## config.mk

```make
export PLATFORM = sky130hd
export DESIGN_NAME = me_sad_min_select
export DESIGN_NICKNAME = d
export VERILOG_FILES = /design/src/rtl/me_sad_min_select.sv
export SDC_FILE = /design/constraint.sdc
export NUM_CORES = 1
export LEC_CHECK = 0
export CAP_MARGIN = 20
export CORE_ASPECT_RATIO = 2
export CORE_UTILIZATION = 45
export CTS_BUF_LIST = sky130_fd_sc_hd__clkbuf_2 sky130_fd_sc_hd__clkbuf_4 sky130_fd_sc_hd__clkbuf_8
export CTS_CLUSTER_SIZE = 14
export DETAILED_ROUTE_END_ITERATION = 12
export MAX_ROUTING_LAYER = met4
export PLACE_DENSITY = 0.82
export RECOVER_POWER = 50
export REMOVE_ABC_BUFFERS = 1
export SYNTH_ARGS = -nofsm -noshare
export SYNTH_HDL_FRONTEND = slang
export SYNTH_SLANG_ARGS = --single-unit
export TNS_END_PERCENT = 10
```

## constraint.sdc

```tcl
create_clock -name clk -period 3.1 [get_ports clk]
set_input_delay 0.465 -clock clk [delete_from_list [all_inputs] [get_ports clk]]
set_output_delay 0.465 -clock clk [all_outputs]
set_load 0.05 [all_outputs]
```

## src/rtl/me_sad_min_select.sv

```systemverilog
// Motion-estimation SAD minimum selector: tracks the lowest SAD and its motion vector over one search.
// Optional early termination on a SAD threshold is enabled by defining ME_EARLY_TERM_EN.
module me_sad_min_select #(
    parameter int MACRO_DIM  = 16,
    parameter int SEARCH_DIM = 32,
    parameter int SAD_W      = 16
) (
    input  logic             clk,
    input  logic             rst_n,
    input  logic             start,
    input  logic             cand_valid,
    input  logic [SAD_W-1:0] cand_sad,
    input  logic [5:0]       cand_mvx,
    input  logic [5:0]       cand_mvy,
    input  logic             cand_last,
    input  logic [SAD_W-1:0] sad_thresh,
    output logic             busy,
    output logic             best_valid,
    input  logic             best_ready,
    output logic [SAD_W-1:0] best_sad,
    output logic [5:0]       best_mvx,
    output logic [5:0]       best_mvy,
    output logic [9:0]       cand_count,
    output logic             early_term
);

    localparam logic [1:0] ST_IDLE   = 2'd0;
    localparam logic [1:0] ST_SEARCH = 2'd1;
    localparam logic [1:0] ST_DONE   = 2'd2;
    localparam logic [9:0] CNT_MAX   = 10'd1023;

    logic [1:0]       r_state;
    logic [1:0]       w_state_nxt;
    logic             r_busy;
    logic             r_best_valid;
    logic [SAD_W-1:0] r_best_sad;
    logic [5:0]       r_best_mvx;
    logic [5:0]       r_best_mvy;
    logic [9:0]       r_cand_count;
    logic             r_early_term;

    logic             w_accept;
    logic             w_take;
    logic             w_et_hit;
    logic             w_unused_cfg;

    // Window geometry only documents the legal mv range; no logic depends on it.
    assign w_unused_cfg = (SEARCH_DIM >= MACRO_DIM);

    assign w_accept = (r_state == ST_SEARCH) && cand_valid;
    // The first accepted candidate always loads, so an all-ones SAD still records its vector.
    assign w_take   = w_accept && ((r_cand_count == 10'd0) || (cand_sad < r_best_sad));

`ifdef ME_EARLY_TERM_EN
    assign w_et_hit = w_accept && (cand_sad <= sad_thresh);
`else
    logic w_unused_thresh;
    assign w_unused_thresh = ^sad_thresh;
    assign w_et_hit        = 1'b0;
`endif

    // Next-state selection for the IDLE/SEARCH/DONE controller.
    always_comb begin
        w_state_nxt = r_state;
        case (r_state)
            ST_IDLE: begin
                if (start) begin
                    w_state_nxt = ST_SEARCH;
                end else begin
                    w_state_nxt = ST_IDLE;
                end
            end
            ST_SEARCH: begin
                if (w_accept && (cand_last || w_et_hit)) begin
                    w_state_nxt = ST_DONE;
                end else begin
                    w_state_nxt = ST_SEARCH;
                end
            end
            ST_DONE: begin
                if (best_ready) begin
                    w_state_nxt = ST_IDLE;
                end else begin
                    w_state_nxt = ST_DONE;
                end
            end
            default: begin
                w_state_nxt = ST_IDLE;
            end
        endcase
    end

    // State, status flags and best-candidate datapath registers.
    always_ff @(posedge clk or negedge rst_n) begin
        if (!rst_n) begin
            r_state      <= ST_IDLE;
            r_busy       <= 1'b0;
            r_best_valid <= 1'b0;
            r_best_sad   <= {SAD_W{1'b1}};
            r_best_mvx   <= 6'd0;
            r_best_mvy   <= 6'd0;
            r_cand_count <= 10'd0;
            r_early_term <= 1'b0;
        end else begin
            r_state      <= w_state_nxt;
            r_busy       <= (w_state_nxt == ST_SEARCH);
            r_best_valid <= (w_state_nxt == ST_DONE);
            if ((r_state == ST_IDLE) && start) begin
                r_best_sad   <= {SAD_W{1'b1}};
                r_best_mvx   <= 6'd0;
                r_best_mvy   <= 6'd0;
                r_cand_count <= 10'd0;
                r_early_term <= 1'b0;
            end else if (w_accept) begin
                if (r_cand_count != CNT_MAX) begin
                    r_cand_count <= r_cand_count + 10'd1;
                end else begin
                    r_cand_count <= r_cand_count;
                end
                if (w_take) begin
                    r_best_sad <= cand_sad;
                    r_best_mvx <= cand_mvx;
                    r_best_mvy <= cand_mvy;
                end else begin
                    r_best_sad <= r_best_sad;
                end
                if (w_et_hit) begin
                    r_early_term <= 1'b1;
                end else begin
                    r_early_term <= r_early_term;
                end
            end else begin
                r_best_sad <= r_best_sad;
            end
        end
    end

    assign busy       = r_busy;
    assign best_valid = r_best_valid;
    assign best_sad   = r_best_sad;
    assign best_mvx   = r_best_mvx;
    assign best_mvy   = r_best_mvy;
    assign cand_count = r_cand_count;
    assign early_term = r_early_term;

endmodule

```

==> impl_metrics.py, run 1 <==
metrics = {
    "critical_path": {
        "cp_slowest_stage_delay_ns": 0.61,
        "r2r_end": "best_mvx[4]",
        "worstSetupPathType": "in -> reg",
        "r2r-start": "best_sad[14]",
        "start_kind": "input port",
        "crit_path_end_kind": "register",
        "cp_max_fo": 28,
        "rr_worst_depth": 8,
        "critPathTopFamily": "compound AO/OA/AOI/OAI gates",
        "cp_num_buf_inv": 2,
        "ff2ff_setup_slack_ns": 0.44,
        "worst_path_max_delay_cell": "a2111oi_0",
        "path_cells": "clkdlybuf4s50_1, ha_1, and4_1, nand2_1, a2111oi_0, o32ai_4, buf_12, mux2_1",
        "cp.arrival_ns": 2.87,
        "cp.required_ns": 3.27,
    },
    "power_and_ir_drop": {
        "cellPowerDensity_mw_per_mm2": 1060,
        "leakagePower_nw": 1.46,
        "ir_drop_v": 0.000786,
    },
    "placement": {
        "portBuffers": 73,
        "gp_congestion": 0.767,
        "hpwlAfterDp_um": 3740,
        "placedCellCount": 346,
    },
    "die": {
        "ios": 91,
        "core_region_area_sq_mm": 0.00495,
        "std_cell_rows": 36,
        "die_x_um": 53.2,
        "die_h_um": 104,
        "start_util_pct": 47.6,
        "fp.dieArea_sq_mm": 0.00555,
    },
    "clock_network": {
        "clock_sinks": 42,
        "clk_pin_slew_ns": 0.08,
        "cts_setup_buffers": 0,
        "htreeDepth": 2,
        "ctsResizeCount": 0,
        "clk_latency_ns": 0.29,
        "cts_buffers": 5,
        "cts_tree": "built",
        "root_buffer": "clkbuf_8",
        "clockBufferDepth": 2,
        "postCtsHoldBufs": 0,
    },
    "cells_and_area": {
        "fin_cells": 354,
        "final_util_pct": 65.7,
        "finalNetCount": 363,
        "layout-drive-gt1-share_pct": 12.8,
        "syn2layout_area_growth_pct": 38.1,
        "diodes": 0,
    },
    "yosys": {
        "synth.distinct_cells": 40,
        "ys_seq_elements": 42,
        "ys_seq_area_share_pct": 45.4,
        "synthCells": 223,
        "netlist_area_sq_mm": 0.00236,
        "avgSynthCellArea_sq_um": 10.6,
        "ys.warnings.count": 0,
    },
    "detailed_routing": {
        "wl_per_cell_um": 14.4,
        "vias": 1894,
        "via_per_inst": 5.35,
        "post-route-drc-count": 0,
        "drt-initial-drc-count": 35,
        "drt_wl_total_um": 5100,
        "dr.pass1.iters": 4,
        "detail-route-antenna-nets": 0,
    },
    "hold_path": {
        "hp-start": "best_mvx[5]",
        "hold_path_depth": 1,
        "min_to": "best_mvx[5]",
        "hp-class": "reg -> reg",
    },
    "timing": {
        "worst_slew_pin_slew_ns": 2.25,
        "fmax_mhz": 371,
        "rsz0062_at_grt": "no",
        "finalSetupViolations": 0,
        "timing.final.crit_share_pct": 87.0,
        "drv_slew": 43,
        "relSlewSlack_pct": -50.1,
        "finClkSkew_ns": 0.0114,
        "hold_viol_final": 0,
        "fin_crit_ns": 2.70,
    },
    "global_routing": {
        "grt_usage_pct": 21.1,
        "antenna_found_initial": 0,
        "first_global_vias": 1956,
        "grt_pass1_wl_um": 8650,
        "globalRouteOverflowTotal": 0,
        "grt_max_degree": 43,
    },
    "flow_run": {
        "maxCapViolCount": 1,
    },
    "status": {
        "failed_checks": "capacitance limit, slew limit",
        "outcome": "finished, violations left",
    },
}
-- kinds of logic (layout without fill, tap and decap cells) --
logic type | Yosys count | count (layout) | synth area share (%)
XOR/XNOR | 8 | 8 | 2.97
AND/OR/NAND/NOR | 77 | 77 | 17.4
adder cells (fa/ha/maj) | 17 | 17 | 9.02
other | 1 | 1 | 0.159
multiplexers | 29 | 29 | 13.0
AO/OA/AOI/OAI | 20 | 20 | 6.16
flip-flops | 42 | 42 | 45.4
buffers and inverters | 29 | 103 | 5.89
-- worst max path at each step --
stage / from / to / slack (ns) / depth (start not counted)
4_1_cts: cand_sad[15] / best_mvx[4] / 0.39 / 8
6_report: cand_sad[15] / best_mvx[4] / 0.40 / 8
3_3_place_gp: cand_sad[11] / best_mvy[5] / 0.14 / 8
3_5_place_dp: cand_sad[15] / best_mvy[5] / 0.08 / 8
2_1_floorplan: r_state[0] / best_mvx[0] / -1.44 / 4
5_1_grt: cand_sad[15] / best_mvy[5] / 0.27 / 8
-- power by group --
| group | internal (W) | total (W) | switching [W] |
|---|---|---|---|
| clock network | 0.000249 | 0.000441 | 0.000192 |
| logic | 0.000754 | 0.00202 | 0.00127 |
| registers | 0.000838 | 0.000975 | 0.000137 |
-- per-stage QoR --
stage	hold WS, ns	TNS, ns	total power, W	setup WS (ns)	area [sq um]
floorplan	0.169	-44.60	0.00239	-1.44	2290
global route	0.502	0	0.00364	0.271	3250
finish	0.483	0	0.00344	0.404	3250
global placement	0.468	0	0.00302	0.145	3140
CTS	0.351	0	0.00351	0.391	3260
detailed placement	0.479	0	0.00306	0.0819	3140
-- flip-flops by register name, indices dropped and copies added (netlist names) --
name and flops:
busy 1, best_sad 16, r_state 2, best_valid 1, best_mvy 6, best_mvx 6
cand_count 10
-- cell type report --
class	count	area, sq um
clock buffer	6	76.3
tap	57	71.3
fill	399	1700
clock inverter	2	37.5
timing repair buffer	77	767
inverter	18	67.6
multi-input combinational	152	1160
sequential	42	1070
-- per-layer routing --
layer  up-vias  GRT usage, %  part of all wire (%)
li1        910             -                     -
met1       923          22.3                    38
met2        55          37.9                    57
met3         6          3.65                   3.8
met4         0          6.02                   1.3
met5         -             -                     0
-- cell usage in the layout (no fill, tap or decap), types with 5 or more instances in the layout --
cell             netlist  final
dfstp_2               16     16
inv_1                 18     18
o21ai_0                6      6
mux2_1                 6      6
clkdlybuf4s50_1        0     55
nor2_1                30     30
mux2_2                 6      6
xnor2_1                8      8
dfrtp_1               26     26
nor2b_1               12     12
clkbuf_8               0      5
ha_1                  17     17
mux2i_1               17     17
nand2_1                6      6
dlygate4sd3_1          0     17
-- synthesized netlist by cell type (all sizes together) --
library cell | n | share of area [%]
nor3b | 2 | 0.64
o21a | 1 | 0.32
nor3 | 4 | 0.85
a21oi | 3 | 0.64
dfstp | 16 | 18
nor2b | 12 | 3.2
o32ai | 1 | 0.69
xnor2 | 8 | 3.0
nor4 | 3 | 1.1
and4 | 3 | 1.1
nand4b | 1 | 0.37
a2111oi | 1 | 0.37
or3 | 1 | 0.27
o2bb2ai | 1 | 0.37
a21o | 2 | 0.64
nand4 | 3 | 0.80
nor4b | 4 | 1.5
dfrtp | 26 | 28
clkbuf | 6 | 0.96
nand3 | 4 | 0.85
ha | 17 | 9.0
a211oi | 1 | 0.32
nand2b | 2 | 0.53
or2 | 2 | 0.53
buf | 5 | 2.1
conb | 1 | 0.16
nand2 | 6 | 0.96
mux2 | 12 | 5.7
a41oi | 1 | 0.37
a311oi | 2 | 0.74
mux2i | 17 | 7.2
a41o | 1 | 0.42
inv | 18 | 2.9
o21ai | 6 | 1.3
nor2 | 30 | 4.8
No activity file was read; power rests on OpenSTA's default activity.
==> run 2: changes to the inputs <==
--- a/config.mk
+++ b/config.mk
@@ -11,10 +11,10 @@
 export CTS_BUF_LIST = sky130_fd_sc_hd__clkbuf_2 sky130_fd_sc_hd__clkbuf_4 sky130_fd_sc_hd__clkbuf_8
 export CTS_CLUSTER_SIZE = 14
 export DETAILED_ROUTE_END_ITERATION = 12
-export MAX_ROUTING_LAYER = met4
 export PLACE_DENSITY = 0.82
 export RECOVER_POWER = 50
 export REMOVE_ABC_BUFFERS = 1
+export SETUP_SLACK_MARGIN = 0.3
 export SYNTH_ARGS = -nofsm -noshare
 export SYNTH_HDL_FRONTEND = slang
 export SYNTH_SLANG_ARGS = --single-unit
==> run 2 against run 1 <==
Net effect: the run still ends with capacitance limit, slew limit left; die area is the same; setup slack gained 0.14 ns; sequential power is essentially flat; routed wire length grew 0.43%; register-to-register slack gained 0.15 ns; largest cell class unchanged.
==> impl_metrics.py, run 2 (synthesis results as in run 1) <==
metrics = {
    "status": {
        "outcome": "finished, violations left",
        "failed_checks": "capacitance limit, slew limit",
    },
    "power_and_ir_drop": {
        "power.share.clock_pct": 12.9,
        "p_seq_share_pct": 28.3,
        "p_comb_share_pct": 58.8,
        "ir_drop_v": 0.000791,
        "cellPowerDensity_mw_per_mm2": 1060,
        "p_sw_share_pct": 46.5,
        "power.internal_w": 0.00184,
        "leakagePower_nw": 1.46,
        "power_switching_w": 0.00160,
    },
    "timing": {
        "fmax_mhz": 391,
        "hold_viol_final": 0,
        "worst_slew_pin_slew_ns": 2.27,
        "timing.final.crit_share_pct": 82.5,
        "finClkSkew_ns": 0.0117,
        "rsz0062_at_grt": "no",
        "relSlewSlack_pct": -51.3,
        "drv_slew": 43,
        "finalSetupViolations": 0,
        "fin_crit_ns": 2.56,
        "holdWs_ns": 0.483,
        "setup_ws_ns": 0.542,
    },
    "die": {
        "std_cell_rows": 36,
        "die_x_um": 53.2,
        "start_util_pct": 47.6,
        "ios": 91,
        "die_h_um": 104,
        "fp.dieArea_sq_mm": 0.00555,
        "core_region_area_sq_mm": 0.00495,
    },
    "placement": {
        "placedCellCount": 346,
        "gp_congestion": 0.757,
        "preCtsSetupSlack_ns": 0.0819,
        "portBuffers": 73,
        "hpwlAfterDp_um": 3740,
    },
    "global_routing": {
        "grt_max_degree": 43,
        "antenna_found_initial": 0,
        "grt_usage_pct": 20.5,
        "grt_pass1_wl_um": 8650,
        "globalRouteOverflowTotal": 0,
        "first_global_vias": 1949,
    },
    "cells_and_area": {
        "layout_commonest_cell": "clkdlybuf4s50_1",
        "layout-drive-gt1-share_pct": 12.8,
        "syn2layout_area_growth_pct": 38.1,
        "fin_cells": 354,
        "largest_reg_flops": 16,
        "mostFrequentLayoutCells": "clkdlybuf4s50_1, nor2_1, dfrtp_1, inv_1",
        "final_util_pct": 65.7,
        "fill_cells": 400,
        "diodes": 0,
        "finalNetCount": 363,
    },
    "detailed_routing": {
        "wl_per_cell_um": 14.5,
        "via_per_inst": 5.35,
        "drt-initial-drc-count": 37,
        "vias": 1894,
        "post-route-drc-count": 0,
        "dr.pass1.iters": 4,
        "detail-route-antenna-nets": 0,
        "drt_wl_total_um": 5120,
    },
    "hold_path": {
        "min_to": "best_mvx[5]",
        "hold_path_depth": 1,
        "hp-class": "reg -> reg",
        "hp-start": "best_mvx[5]",
    },
    "clock_network": {
        "clockBufferDepth": 2,
        "postCtsHoldBufs": 0,
        "cts_buffers": 5,
        "cts_setup_buffers": 0,
        "htreeDepth": 2,
        "clock_sinks": 42,
        "cts_tree": "built",
        "clk_pin_slew_ns": 0.08,
        "clk_latency_ns": 0.29,
        "root_buffer": "clkbuf_8",
    },
    "critical_path": {
        "cp.arrival_ns": 2.73,
        "path_cells": "clkdlybuf4s50_1, ha_1, and4_1, nand2_1, a2111oi_1, o32ai_4, buf_12, mux2_1",
        "worstSetupPathType": "in -> reg",
        "crit_path_end_kind": "register",
        "r2r-start": "best_sad[14]",
        "ff2ff_setup_slack_ns": 0.59,
        "rr_worst_depth": 8,
        "r2r_end": "best_mvx[4]",
        "start_kind": "input port",
        "cp_slowest_stage_delay_ns": 0.48,
        "cp_max_fo": 28,
        "worst_path_max_delay_cell": "a2111oi_1",
        "cp.required_ns": 3.27,
    },
    "flow_run": {
        "maxCapViolCount": 1,
    },
}
==> run 2: timing repair <==
action | 4_1_cts | 5_1_grt
endpoints found under the setup margin | 0 | 5
endpoints found under the hold margin | 0 | 0
resized for setup | 0 | 1
==> run 2: how the worst max path moves through the flow <==
stage / start / end / slack, ns / depth (start not counted)
finish: cand_sad[15] / best_mvx[4] / 0.54 / 8
CTS: cand_sad[15] / best_mvx[4] / 0.39 / 8
global route: cand_sad[15] / best_mvy[5] / 0.43 / 8
detailed placement: cand_sad[15] / best_mvy[5] / 0.08 / 8
global placement: cand_sad[11] / best_mvy[5] / 0.14 / 8
floorplan: r_state[0] / best_mvx[0] / -1.44 / 4
==> run 2: final cells by class <==
cell class                 instances  area, sq um  area share (%)
inverter                          18         67.6            2.08
multi-input combinational        152         1160            35.8
timing repair buffer              77          767            23.6
sequential                        42         1070            32.9
tap                               57         71.3            2.19
clock inverter                     2         37.5            1.15
clock buffer                       6         76.3            2.34
==> run 2: per-stage QoR <==
step / area (sq um) / total power [W] / setup TNS (ns)
after floorplan: 2290 / 0.00239 / -44.60
after global placement: 3140 / 0.00302 / 0
after detailed placement: 3140 / 0.00306 / 0
after CTS: 3260 / 0.00351 / 0
after global routing: 3260 / 0.00364 / 0
final: 3260 / 0.00344 / 0
==> run 2: worst max-delay path, delay by kind of cell <==
family                     cells  cell delay, ns
buffers and inverters          2            0.65
AOI/OAI and AO/OA              2            0.65
muxes                          1            0.33
and+or+nand+nor                2            0.32
adders and majority gates      1            0.31
==> run 2: power groups by stage <==
stage          Sequential [W]  Combinational [W]  Clock [W]
3_3_place_gp         0.000981            0.00203          0
4_1_cts              0.000982            0.00208   0.000451
2_1_floorplan         0.00173           0.000659          0
5_1_grt               0.00101            0.00215   0.000474
3_5_place_dp         0.000992            0.00207          0
6_report             0.000974            0.00202   0.000444
==> run 2: metal layers <==
| metal | GRT usage, % | part of all wire (%) | vias to the layer above |
|---|---|---|---|
| met5 | 0 | 0 | - |
| met4 | 6.02 | 1.3 | 0 |
| met3 | 3.80 | 3.5 | 6 |
| met2 | 37.9 | 56 | 45 |
| met1 | 22.3 | 39 | 935 |
| li1 | - | - | 908 |
==> run 3: changes to the inputs <==
--- a/config.mk
+++ b/config.mk
@@ -7,11 +7,11 @@
 export LEC_CHECK = 0
 export CAP_MARGIN = 20
 export CORE_ASPECT_RATIO = 2
-export CORE_UTILIZATION = 45
+export CORE_UTILIZATION = 41
 export CTS_BUF_LIST = sky130_fd_sc_hd__clkbuf_2 sky130_fd_sc_hd__clkbuf_4 sky130_fd_sc_hd__clkbuf_8
 export CTS_CLUSTER_SIZE = 14
 export DETAILED_ROUTE_END_ITERATION = 12
-export PLACE_DENSITY = 0.82
+export PLACE_DENSITY = 0.79
 export RECOVER_POWER = 50
 export REMOVE_ABC_BUFFERS = 1
 export SETUP_SLACK_MARGIN = 0.3
==> constraint.sdc (replaced) <==
create_clock -name clk -period 2.1 [get_ports clk]
set_input_delay 0.315 -clock clk [delete_from_list [all_inputs] [get_ports clk]]
set_output_delay 0.315 -clock clk [all_outputs]
set_load 0.05 [all_outputs]
==> run 3 against run 2 <==
Net effect: the run ends with setup timing left; clock power increased by 80%; design area increased by 12%; critical path depth increased by 1; sequential share of layout area decreased by 3.5 points; clock skew decreased by 0.0040 ns; first-iteration DRC count increased by 27%; die area increased by 9.5%; worst hold slack got worse by 0.21 ns; routed wire length increased by 25%; core utilization increased by 1.1 points; critical path type is now reg -> reg; highest routed layer unchanged.
==> impl_metrics.py, run 3 (synthesis results as in run 1) <==
metrics = {
    "timing": {
        "drv_slew": 0,
        "holdWs_ns": 0.277,
        "finClkSkew_ns": 0.00768,
        "setup_ws_ns": -0.262,
        "relSlewSlack_pct": 28.1,
        "hold_viol_final": 0,
        "rsz0062_at_grt": "yes",
        "finalSetupViolations": 28,
        "worst_slew_pin_slew_ns": 1.08,
        "fmax_mhz": 423,
        "timing.final.crit_share_pct": 112,
        "fin_crit_ns": 2.36,
    },
    "die": {
        "core_region_area_sq_mm": 0.00547,
        "die_x_um": 55.6,
        "std_cell_rows": 38,
        "start_util_pct": 43.1,
        "ios": 91,
        "fp.dieArea_sq_mm": 0.00607,
        "die_h_um": 109,
    },
    "status": {
        "failed_checks": "setup timing",
        "outcome": "finished, violations left",
    },
    "cells_and_area": {
        "diodes": 0,
        "mostFrequentLayoutCells": "clkdlybuf4s50_1, buf_4, nor2_1, dfrtp_1, dlygate4sd2_1",
        "largest_reg_flops": 16,
        "syn2layout_area_growth_pct": 55.0,
        "layout_commonest_cell": "clkdlybuf4s50_1",
        "finalNetCount": 393,
        "fin_cells": 387,
        "final_util_pct": 66.8,
        "layout-drive-gt1-share_pct": 31.8,
    },
    "detailed_routing": {
        "vias": 2067,
        "drt-initial-drc-count": 47,
        "drt_wl_total_um": 6380,
        "detail-route-antenna-nets": 0,
        "wl_per_cell_um": 16.5,
        "dr.pass1.iters": 4,
        "via_per_inst": 5.34,
        "post-route-drc-count": 0,
    },
    "global_routing": {
        "antenna_found_initial": 0,
        "grt_max_degree": 43,
        "top_usage_layer": "met2",
        "globalRouteOverflowTotal": 0,
        "first_global_vias": 2217,
        "grt_pass1_wl_um": 10200,
        "use_met3_pct": 3.08,
        "met2_usage_pct": 42.9,
        "grtUsageMet1_pct": 21.3,
        "grt_usage_pct": 21.7,
    },
    "clock_network": {
        "cts_tree": "built",
        "clock_sinks": 42,
        "clk_pin_slew_ns": 0.08,
        "postCtsHoldBufs": 0,
        "cts_buffers": 5,
        "clockBufferDepth": 2,
        "clk_latency_ns": 0.30,
        "htreeDepth": 2,
        "root_buffer": "clkbuf_8",
    },
    "critical_path": {
        "cp_num_buf_inv": 3,
        "cp_max_fo": 5,
        "start_kind": "register",
        "cp.arrival_ns": 2.56,
        "crit_path_end_kind": "register",
        "cp_slowest_stage_delay_ns": 0.55,
        "worst_path_max_delay_cell": "dfstp_2",
        "critPathTopFamily": "flip-flops",
        "worstSetupPathType": "reg -> reg",
        "path_cells": "inv_2, ha_4, a211oi_4, nor2_1, or3_4, o32ai_4, buf_6, buf_6, mux2_4",
        "cp.required_ns": 2.29,
        "crit_top_cell": "buf_6",
    },
    "flow_run": {
        "maxCapViolCount": 0,
    },
    "placement": {
        "portBuffers": 73,
        "placedCellCount": 375,
        "gp_congestion": 0.798,
        "hpwlAfterDp_um": 4490,
        "preCtsSetupSlack_ns": -0.564,
    },
    "power_and_ir_drop": {
        "cellPowerDensity_mw_per_mm2": 1620,
        "ir_drop_v": 0.00112,
        "p_sw_share_pct": 44.6,
        "p_comb_share_pct": 62.1,
        "power_switching_w": 0.00265,
        "power.internal_w": 0.00329,
        "p_seq_share_pct": 24.4,
        "leakagePower_nw": 1.75,
        "power.share.clock_pct": 13.5,
    },
    "hold_path": {
        "hp-class": "in -> async",
    },
}
run 3: cell count changes in the layout (fill, tap and decap cells not counted), sizes merged, moves of 4 or more:
cell | previous run | this run
buf | 4 | 40
dlygate4sd3 | 17 | 0
dlygate4sd2 | 0 | 24
clkdlybuf4s50 | 55 | 33
dlymetal6s2s | 0 | 5
clkbuf | 7 | 11
run 3: layout make-up:
type / count / area (sq um)
timing repair buffer: 107 / 960
clock buffer: 6 / 82.6
sequential: 42 / 1070
multi-input combinational: 152 / 1340
fill: 428 / 1810
inverter: 18 / 67.6
clock inverter: 2 / 60.1
tap: 60 / 75.1
run 3: path summary, 6_finish.rpt:
path                       cells past startpoint    startpoint             to  slack, ns
min                                            2         rst_n    best_mvx[2]       0.28
min in group clk                               2   best_sad[1]    best_sad[1]       0.50
max                                            9  best_sad[13]    best_mvy[3]      -0.26
min reg2reg                                    2   best_sad[1]    best_sad[1]       0.50
max reg2reg                                    9  best_sad[13]    best_mvy[3]      -0.26
max in group asynchronous                      2         rst_n  cand_count[0]       1.07
run 3: metal layers:
layer | routed length, um | vias up | part of all wire [%]
li1 | - | 966 | -
met1 | 2320 | 1033 | 36
met2 | 3690 | 51 | 58
met3 | 171 | 17 | 2.7
met4 | 199 | 0 | 3.1
met5 | 0 | - | 0
run 3: power by group through the flow:
stage	sequential (W)	clock, W	combinational [W]
after floorplan	0.00255	0	0.000973
after global placement	0.00144	0	0.00329
after detailed placement	0.00146	0	0.00338
after CTS	0.00145	0.000816	0.00359
after global routing	0.00149	0.000840	0.00389
final	0.00145	0.000801	0.00368
run 3: timing repair:
action	CTS	global route
pin swaps	4	4
buffers inserted	4	0
resized for setup	61	21
setup endpoints to repair	65	44
endpoints found under the hold margin	0	0
run 3: metrics by stage:
| stage | instance area (sq um) | total power (W) | TNS (ns) |
|---|---|---|---|
| 2_1_floorplan | 2290 | 0.00353 | -82.60 |
| 3_3_place_gp | 3330 | 0.00473 | -12.74 |
| 3_5_place_dp | 3330 | 0.00484 | -14.37 |
| 4_1_cts | 3600 | 0.00586 | -7.06 |
| 5_1_grt | 3650 | 0.00621 | -8.24 |
| 6_report | 3650 | 0.00593 | -5.80 |
